### config.mk
export PLATFORM = sky130hd
export DESIGN_NAME = datamem_mmio
export DESIGN_NICKNAME = d
export VERILOG_FILES = /design/src/rtl/datamem_mmio.sv
export SDC_FILE = /design/constraint.sdc
export NUM_CORES = 2
export LEC_CHECK = 0
export CORE_MARGIN = 8
export CORE_UTILIZATION = 50
export DETAILED_ROUTE_END_ITERATION = 10
export GPL_ROUTABILITY_DRIVEN = 0
export PLACE_DENSITY = 0.66
export SLEW_MARGIN = 40
export SYNTH_ARGS = -nofsm -noshare
export SYNTH_HDL_FRONTEND = slang
export SYNTH_SLANG_ARGS = --single-unit
### constraint.sdc
create_clock -name clk -period 4.8 [get_ports clk]
set_clock_uncertainty 0.05 [all_clocks]
set_input_delay 1.44 -clock clk [delete_from_list [all_inputs] [get_ports clk]]
set_output_delay 1.44 -clock clk [all_outputs]
set_load 0.02 [all_outputs]
### src/rtl/datamem_mmio.sv
// Word RAM plus a small memory-mapped I/O window (video, buttons, flag, timer).
// Single-cycle accept on every req, no back-pressure; rd/rvalid/err are registered one cycle later.
module datamem_mmio #(
  parameter int          DEPTH     = 64,
  parameter int          NVID      = 2,
  parameter logic [31:0] MMIO_BASE = 32'h0000f000,
  parameter bit          INV_VIDEO = 1'b1
) (
  input  logic                 clk,
  input  logic                 rst_n,
  input  logic                 req,
  input  logic                 we,
  input  logic [3:0]           be,
  input  logic [31:0]          addr,
  input  logic [31:0]          wd,
  output logic [31:0]          rd,
  output logic                 rvalid,
  output logic                 err,
  input  logic [31:0]          bs,
  input  logic                 bsf,
  output logic [NVID*32-1:0]   v
);

  localparam int          AW        = $clog2(DEPTH);
  localparam logic [31:0] RAM_BYTES = 32'(4 * DEPTH);
  localparam logic [31:0] VID_BYTES = 32'(4 * NVID);
  localparam logic [31:0] OFF_BS    = 32'h10;
  localparam logic [31:0] OFF_FLAG  = 32'h14;
  localparam logic [31:0] OFF_TIMER = 32'h18;

  logic [31:0] r_mem [DEPTH];
  logic [31:0] r_vid [NVID];
  logic [31:0] r_rd;
  logic        r_rvalid;
  logic        r_err;
  logic [31:0] r_timer;
  logic [31:0] r_bs_s1;
  logic [31:0] r_bs_s2;
  logic        r_bsf_s1;
  logic        r_bsf_s2;
  logic        r_bsf_d;
  logic        r_flag;

  logic [31:0] w_off;
  logic        w_aligned;
  logic        w_in_mmio;
  logic        w_ram_hit;
  logic        w_vid_hit;
  logic        w_bs_hit;
  logic        w_flag_hit;
  logic        w_timer_hit;
  logic        w_ok;
  logic        w_rd_acc;
  logic        w_wr_acc;
  logic [AW-1:0] w_ram_idx;
  logic [1:0]  w_vid_idx;
  logic [31:0] w_rdata;
  logic        w_bsf_rise;

  // RAM decode takes priority so the MMIO window is only looked at above RAM.
  assign w_off       = addr - MMIO_BASE;
  assign w_aligned   = (addr[1:0] == 2'b00);
  assign w_in_mmio   = (addr >= MMIO_BASE);
  assign w_ram_hit   = (addr < RAM_BYTES);
  assign w_vid_hit   = !w_ram_hit && w_in_mmio && (w_off < VID_BYTES);
  assign w_bs_hit    = !w_ram_hit && w_in_mmio && (w_off == OFF_BS);
  assign w_flag_hit  = !w_ram_hit && w_in_mmio && (w_off == OFF_FLAG);
  assign w_timer_hit = !w_ram_hit && w_in_mmio && (w_off == OFF_TIMER);
  assign w_ok        = w_aligned &&
                       (w_ram_hit || w_vid_hit || w_bs_hit || w_flag_hit || w_timer_hit);
  assign w_rd_acc    = req && !we && w_ok;
  assign w_wr_acc    = req &&  we && w_ok;
  assign w_ram_idx   = addr[AW+1:2];
  assign w_vid_idx   = w_off[3:2];
  assign w_bsf_rise  = r_bsf_s2 && !r_bsf_d;

  always_comb begin
    w_rdata = '0;
    if (w_ram_hit) w_rdata = r_mem[w_ram_idx];
    for (int k = 0; k < NVID; k++) begin
      if (w_vid_hit && (w_vid_idx == 2'(k))) w_rdata = r_vid[k];
    end
    if (w_bs_hit)    w_rdata = r_bs_s2;
    if (w_flag_hit)  w_rdata = {31'b0, r_flag};
    if (w_timer_hit) w_rdata = r_timer;
  end

  // RAM is deliberately left without reset so it maps onto block memory.
  always_ff @(posedge clk) begin
    if (w_wr_acc && w_ram_hit) begin
      for (int b = 0; b < 4; b++) begin
        if (be[b]) r_mem[w_ram_idx][8*b +: 8] <= wd[8*b +: 8];
      end
    end
  end

  always_ff @(posedge clk or negedge rst_n) begin
    if (!rst_n) begin
      for (int k = 0; k < NVID; k++) r_vid[k] <= '0;
      r_rd     <= '0;
      r_rvalid <= 1'b0;
      r_err    <= 1'b0;
      r_timer  <= '0;
      r_bs_s1  <= '0;
      r_bs_s2  <= '0;
      r_bsf_s1 <= 1'b0;
      r_bsf_s2 <= 1'b0;
      r_bsf_d  <= 1'b0;
      r_flag   <= 1'b0;
    end else begin
      r_timer  <= r_timer + 32'd1;
      r_bs_s1  <= bs;
      r_bs_s2  <= r_bs_s1;
      r_bsf_s1 <= bsf;
      r_bsf_s2 <= r_bsf_s1;
      r_bsf_d  <= r_bsf_s2;

      // A new edge wins over a clearing read in the same cycle.
      if (w_bsf_rise)                    r_flag <= 1'b1;
      else if (w_rd_acc && w_flag_hit)   r_flag <= 1'b0;

      if (w_wr_acc && w_vid_hit) begin
        for (int k = 0; k < NVID; k++) begin
          if (w_vid_idx == 2'(k)) begin
            for (int b = 0; b < 4; b++) begin
              if (be[b]) r_vid[k][8*b +: 8] <= wd[8*b +: 8];
            end
          end
        end
      end

      r_rvalid <= req && !we;
      r_err    <= req && !w_ok;
      if (req && !we) r_rd <= w_ok ? w_rdata : 32'h0;
    end
  end

  genvar g;
  generate
    for (g = 0; g < NVID; g++) begin : g_vid
      assign v[32*g +: 32] = INV_VIDEO ? ~r_vid[g] : r_vid[g];
    end
  endgenerate

  assign rd     = r_rd;
  assign rvalid = r_rvalid;
  assign err    = r_err;

endmodule
== After elaboration in Yosys (flattened, before gate mapping) ==
Memories as Yosys holds them, arrays and structs flattened.
Index checks and enable logic that the tools add are counted.
Operators by class
  add/subtract/negate cells: 2
  $mul: 0
  divide/modulo/power cells: 0
  order comparisons: 3
  equal/unequal tests: 4
  shift-type cells: 0
  mux-type cells: 21
  bitwise logic cells: 2
  reduce and logical (&&, ||, !) cells: 36
Operators by type and width (number)
  two-way mux 32 bit: 7
  == test 32 x 5 -> 1 bit (second input constant): 3
  NOT 32 bit: 2
  adder 32 x 1 -> 32 bit (second input constant): 1
  >= comparator 32 x 16 -> 1 bit (second input constant): 1
  less-than comparator 32 x 4 -> 1 bit (second input constant): 1
  less-than comparator 32 x 9 -> 1 bit (second input constant): 1
  subtractor 32 x 16 -> 32 bit (second input constant): 1
  AND reduction 3 bit: 8
  logical AND 1 bit: 17
  two-way mux 1 bit: 14
  logical NOT 1 bit: 4
  logical NOT 2 bit: 2
  logical OR 1 bit: 4
  == test 2 x 1 -> 1 bit (second input constant): 1
  nonzero test 2 bit: 1
Storage, ports and cells
  register bits after elaboration: 198
  latch bits: 0
  bits in writable memories: 2048
  bits in read-only memories: 0
  input port bits: 105
  output and inout port bits: 98
  word-level logic and storage cells: 87
  memories: 1
Memory list
  r_mem: depth 64, bits a word 32, read ports 1, clocked after Yosys merged registers in 0, wr ports 1, line 31  | logic [31:0] r_mem [DEPTH];

== Depth between registers and ports, before layout ==
  word-level depth: 13
  gate-level depth with buffers: 13
  depth with buffers taken out: 8

== Least setup slack after synthesis ==
No wires, ideal clock.
  kind: input to register
  from: in addr[2]
  to: mem r_mem[58][24] (enable)
  library setup time: 0.370 ns
  data arrival time: 3.878 ns
  data required time: 4.380 ns
  slack: 0.501 ns
  stages on the path: 10
  cells stage by stage: buf_4 -> buf_4 -> buf_4 -> buf_4 -> buf_4 -> buf_4 -> buf_4 -> nor3b_1 -> nand2_1 -> nor2_1
On the way
  cells in the longest elaborated chain, start to end: 13
  elaborated cells on any way between the ends: 22
RTL lines
  start: declaration: line 14  | input logic [31:0] addr,
  parallel branches: the longest is 13 deep, another holds subtractor 32 x 16 -> 32 bit
  end: declaration: line 31
Parallel ways; which one is timed is not known.

== Worst setup path in the final report ==
  from: in addr[28]
  to: reg r_rd[27] (netlist: rd[27])
On the way
  cells in the longest elaborated chain, start to end: 11
  elaborated cells on any way between the ends: 27
RTL lines
  parallel branches: the longest is 10 deep, another holds subtractor 32 x 16 -> 32 bit
  two-way mux 32 bit *: line 134  | if (req && !we) r_rd <= w_ok ? w_rdata : 32'h0;
  end signal: assignment: line 134
  end: declaration: line 33  | logic [31:0] r_rd;
Mark *: on every way between the ends.
A chain may end at the register's enable or synchronous reset.

==> flow_summary.yaml <==
layout:
  seqCellArea_um2: 66500
  multi_input_area_um2: 19500
  fin_cells: 7408
  layout_commonest_cell: "edfxtp_1"
  layout_common_cells: "2,048 x edfxtp_1, 563 x mux4_2, 493 x buf_4"
  postLayoutCellArea_um2: 102000
  num-fill-cells: 12500
  fin_nets: 5004
  drive_gt1_share_pct: 30.3
  area_growth_syn_to_layout_pct: 17.0
placed_design:
  placedCellCount: 7008
  post-dp-hpwl_um: 166000
  port_buffers: 202
  place_area_um2: 95400
power_and_ir_drop:
  power_density_nw_per_um2: 386
  leakagePower_uw: 0.0335
  power_uw: 39400
  ir_drop_v: 0.000374
clock_network:
  postCtsResizedCells: 0
  numCtsBuffers: 212
  cts_hold_buf: 0
  clock_path_buffers: 3
  clkTransAtPathRegs_ns: 0.07
  cts_root_buf: "clkbuf_16"
  worstSkewPairLatency_ns: 0.85
  cts_tree: "yes"
  post_cts_buffers: 0
  cts_sinks: 2246
  htreeDepth: 4
floorplanning:
  rows: 153
  coreArea_um2: 174000
  die_area_um2: 188000
  initial_utilization_pct: 50.3
  die_y_um: 434
  die-width_um: 434
  io_pins: 203
logic_synthesis:
  ys_types: 75
  yosysTopAreaCell: "edfxtp_1"
  synth_area_leaders: "edfxtp_1 70%, mux4_2 15%, dfrtp_1 5.7%, nor2_1 1.4%, mux2_2 1.0%"
  yosysWarningCount: 0
  synth.yosys.seq_area_share_pct: 76.1
  syn_inst: 4200
  synth_edf_count: 2048
  syn_nets: 4306
  synth-async-reset-ratio_pct: 8.82
  synth-seq-cells: 2246
  synthesis.area_um2: 87300
  synthFlopType: "edfxtp_1"
  synth_top_area_share_pct: 70.5
  synth_area_per_cell_um2: 20.8
setup_path:
  crit_chain: "clkdlybuf4s50_1 -> or4_4 -> or3_1 -> nor2_2 -> buf_4 -> o21ai_0 -> a2111oi_1 -> buf_4 -> a211oi_1 -> o21ai_0"
  path_class: "in2reg"
  cp-start-kind: "input port"
  rrSetupSlack_ns: 2.05
  worst_setup_path_end_kind: "flop"
  crit_fanout: 8
  cp.required_ns: 5.51
  arrival_ns: 4.89
  max_stage_delay_ns: 0.86
  cp_slowest_cell: "a2111oi_1"
sta:
  rsz0062_at_grt: "false"
  slew_headroom_pct: 39.0
  slew_viol_final: 0
  fmax_mhz: 239
  report.final.hold_viol_count: 0
  max_slew.worst_pin.slew_ns: 0.915
  timing.final.crit_share_pct: 87.1
  setup_violations: 0
  fin_setup_tns_ns: 0
  finalCriticalPeriod_ns: 4.18
drt:
  firstDrtPassIters: 8
  post_drt_wl_per_cell_um: 33.3
  detail-route-antenna-nets: 0
  routed_via_density: 6.30
  vias: 46700
  drc: 0
  wirelength_um: 247000
  initialDrtViolationCount: 6978
hold_path:
  hold_path_class: "reg2reg"
job:
  cap_violations: 0
global_route:
  antenna_found_initial: 22
  grt_pass1_vias: 45700
  grt_util_all_layers_pct: 25.9
  overflow: 0
  grt_max_degree: 103
  grt_pass1_wl_um: 346000
status:
  outcome: "complete, no violations"
report_power, final:
group,internal (uW),total [uW],switching [uW]
logic,746,1960,1210
clock network,9040,16100,7060
registers,21400,21400,13.5
per-stage QoR:
| step | setup WS, ns | util [%] | hold WS [ns] |
|---|---|---|---|
| 2_1_floorplan | 0.501 | - | 0.281 |
| 3_3_place_gp | -0.243 | 54.9 | 0.283 |
| 3_5_place_dp | -0.0793 | 54.9 | 0.286 |
| 4_1_cts | 0.803 | 58.7 | 0.301 |
| 5_1_grt | 0.579 | 58.8 | 0.300 |
| 6_report | 0.618 | 58.8 | 0.305 |
area by class of cell:
class	count	share of cell area [%]
Sequential cell	2246	65.1
Antenna cell	18	0.0441
Timing Repair Buffer	715	6.20
Clock buffer	274	5.59
Tap cell	2325	2.85
Inverter	71	0.266
Multi-Input combinational cell	1652	19.1
Clock inverter	107	0.880
sequential cells by signal, summed over array words and instances, names as in the netlist:
name / count
r_bsf_s1: 1
r_timer: 32
rvalid: 1
rd: 32
r_flag: 1
r_bsf_d: 1
r_bs_s2: 32
r_bsf_s2: 1
r_vid: 64
r_mem: 2048
r_bs_s1: 32
err: 1
final timing paths:
| check | start | end | depth (start not counted) |
|---|---|---|---|
| max | addr[28] | rd[27]$_DFFE_PN0P_ | 10 |
| min | r_bs_s1[28]$_DFF_PN0_ | r_bs_s2[28]$_DFF_PN0_ | 0 |
| max reg2reg | r_mem[15][13]$_DFFE_PP_ | rd[13]$_DFFE_PN0P_ | 7 |
| min reg2reg | r_bs_s1[28]$_DFF_PN0_ | r_bs_s2[28]$_DFF_PN0_ | 0 |
| max in group asynchronous | rst_n | r_bs_s2[19]$_DFF_PN0_ | 3 |
| min in group asynchronous | rst_n | rd[3]$_DFFE_PN0P_ | 1 |
cells by family after synthesis:
logic type / Yosys count / share of synthesized area, %
compound gates: 279 / 2.28
fa+ha+maj: 1 / 0.0143
simple gates: 637 / 3.33
xor+xnor: 30 / 0.301
flops: 2246 / 76.1
buf+inv: 302 / 1.66
mux: 705 / 16.3
per-layer routing:
layer / wire length, um / GRT usage (%) / up-vias
met5: 188 / 0 / -
li1: - / - / 18700
met4: 10200 / 10.3 / 32
met2: 112000 / 38.7 / 2878
met3: 29100 / 7.19 / 482
met1: 95600 / 36.6 / 24600
critical path: cells and delay by family:
kind                   cells  cell delay [ns]
buffers and inverters      3             0.98
AO/OA/AOI/OAI              4             1.30
AND/OR/NAND/NOR            3             1.16
cell usage after synthesis, types with 5 or more instances:
cell and n:
a2111oi_0 7, a211o_1 7, a211oi_1 10, a21oi_1 29
a221o_1 10, a221oi_1 11, a222oi_1 20, a22o_1 6
a22oi_1 22, a31oi_1 6, and3_1 11, buf_1 25
buf_2 60, buf_4 40, buf_6 12, clkbuf_1 94
dfrtp_1 198, edfxtp_1 2048, inv_1 70, mux2_2 79
mux2i_1 63, mux4_2 563, nand2_1 133, nand2b_1 8
nand3_1 33, nand3_2 8, nand3b_1 6, nand4_1 14
nor2_1 316, nor2b_1 9, nor3_1 32, nor4_1 20
o211ai_1 9, o21a_1 5, o21ai_0 50, o221ai_1 6
o22ai_1 44, o31ai_1 8, or2_2 5, or3_1 9
xnor2_1 24, xor2_1 6
No activity file was read; power rests on OpenSTA's default activity.
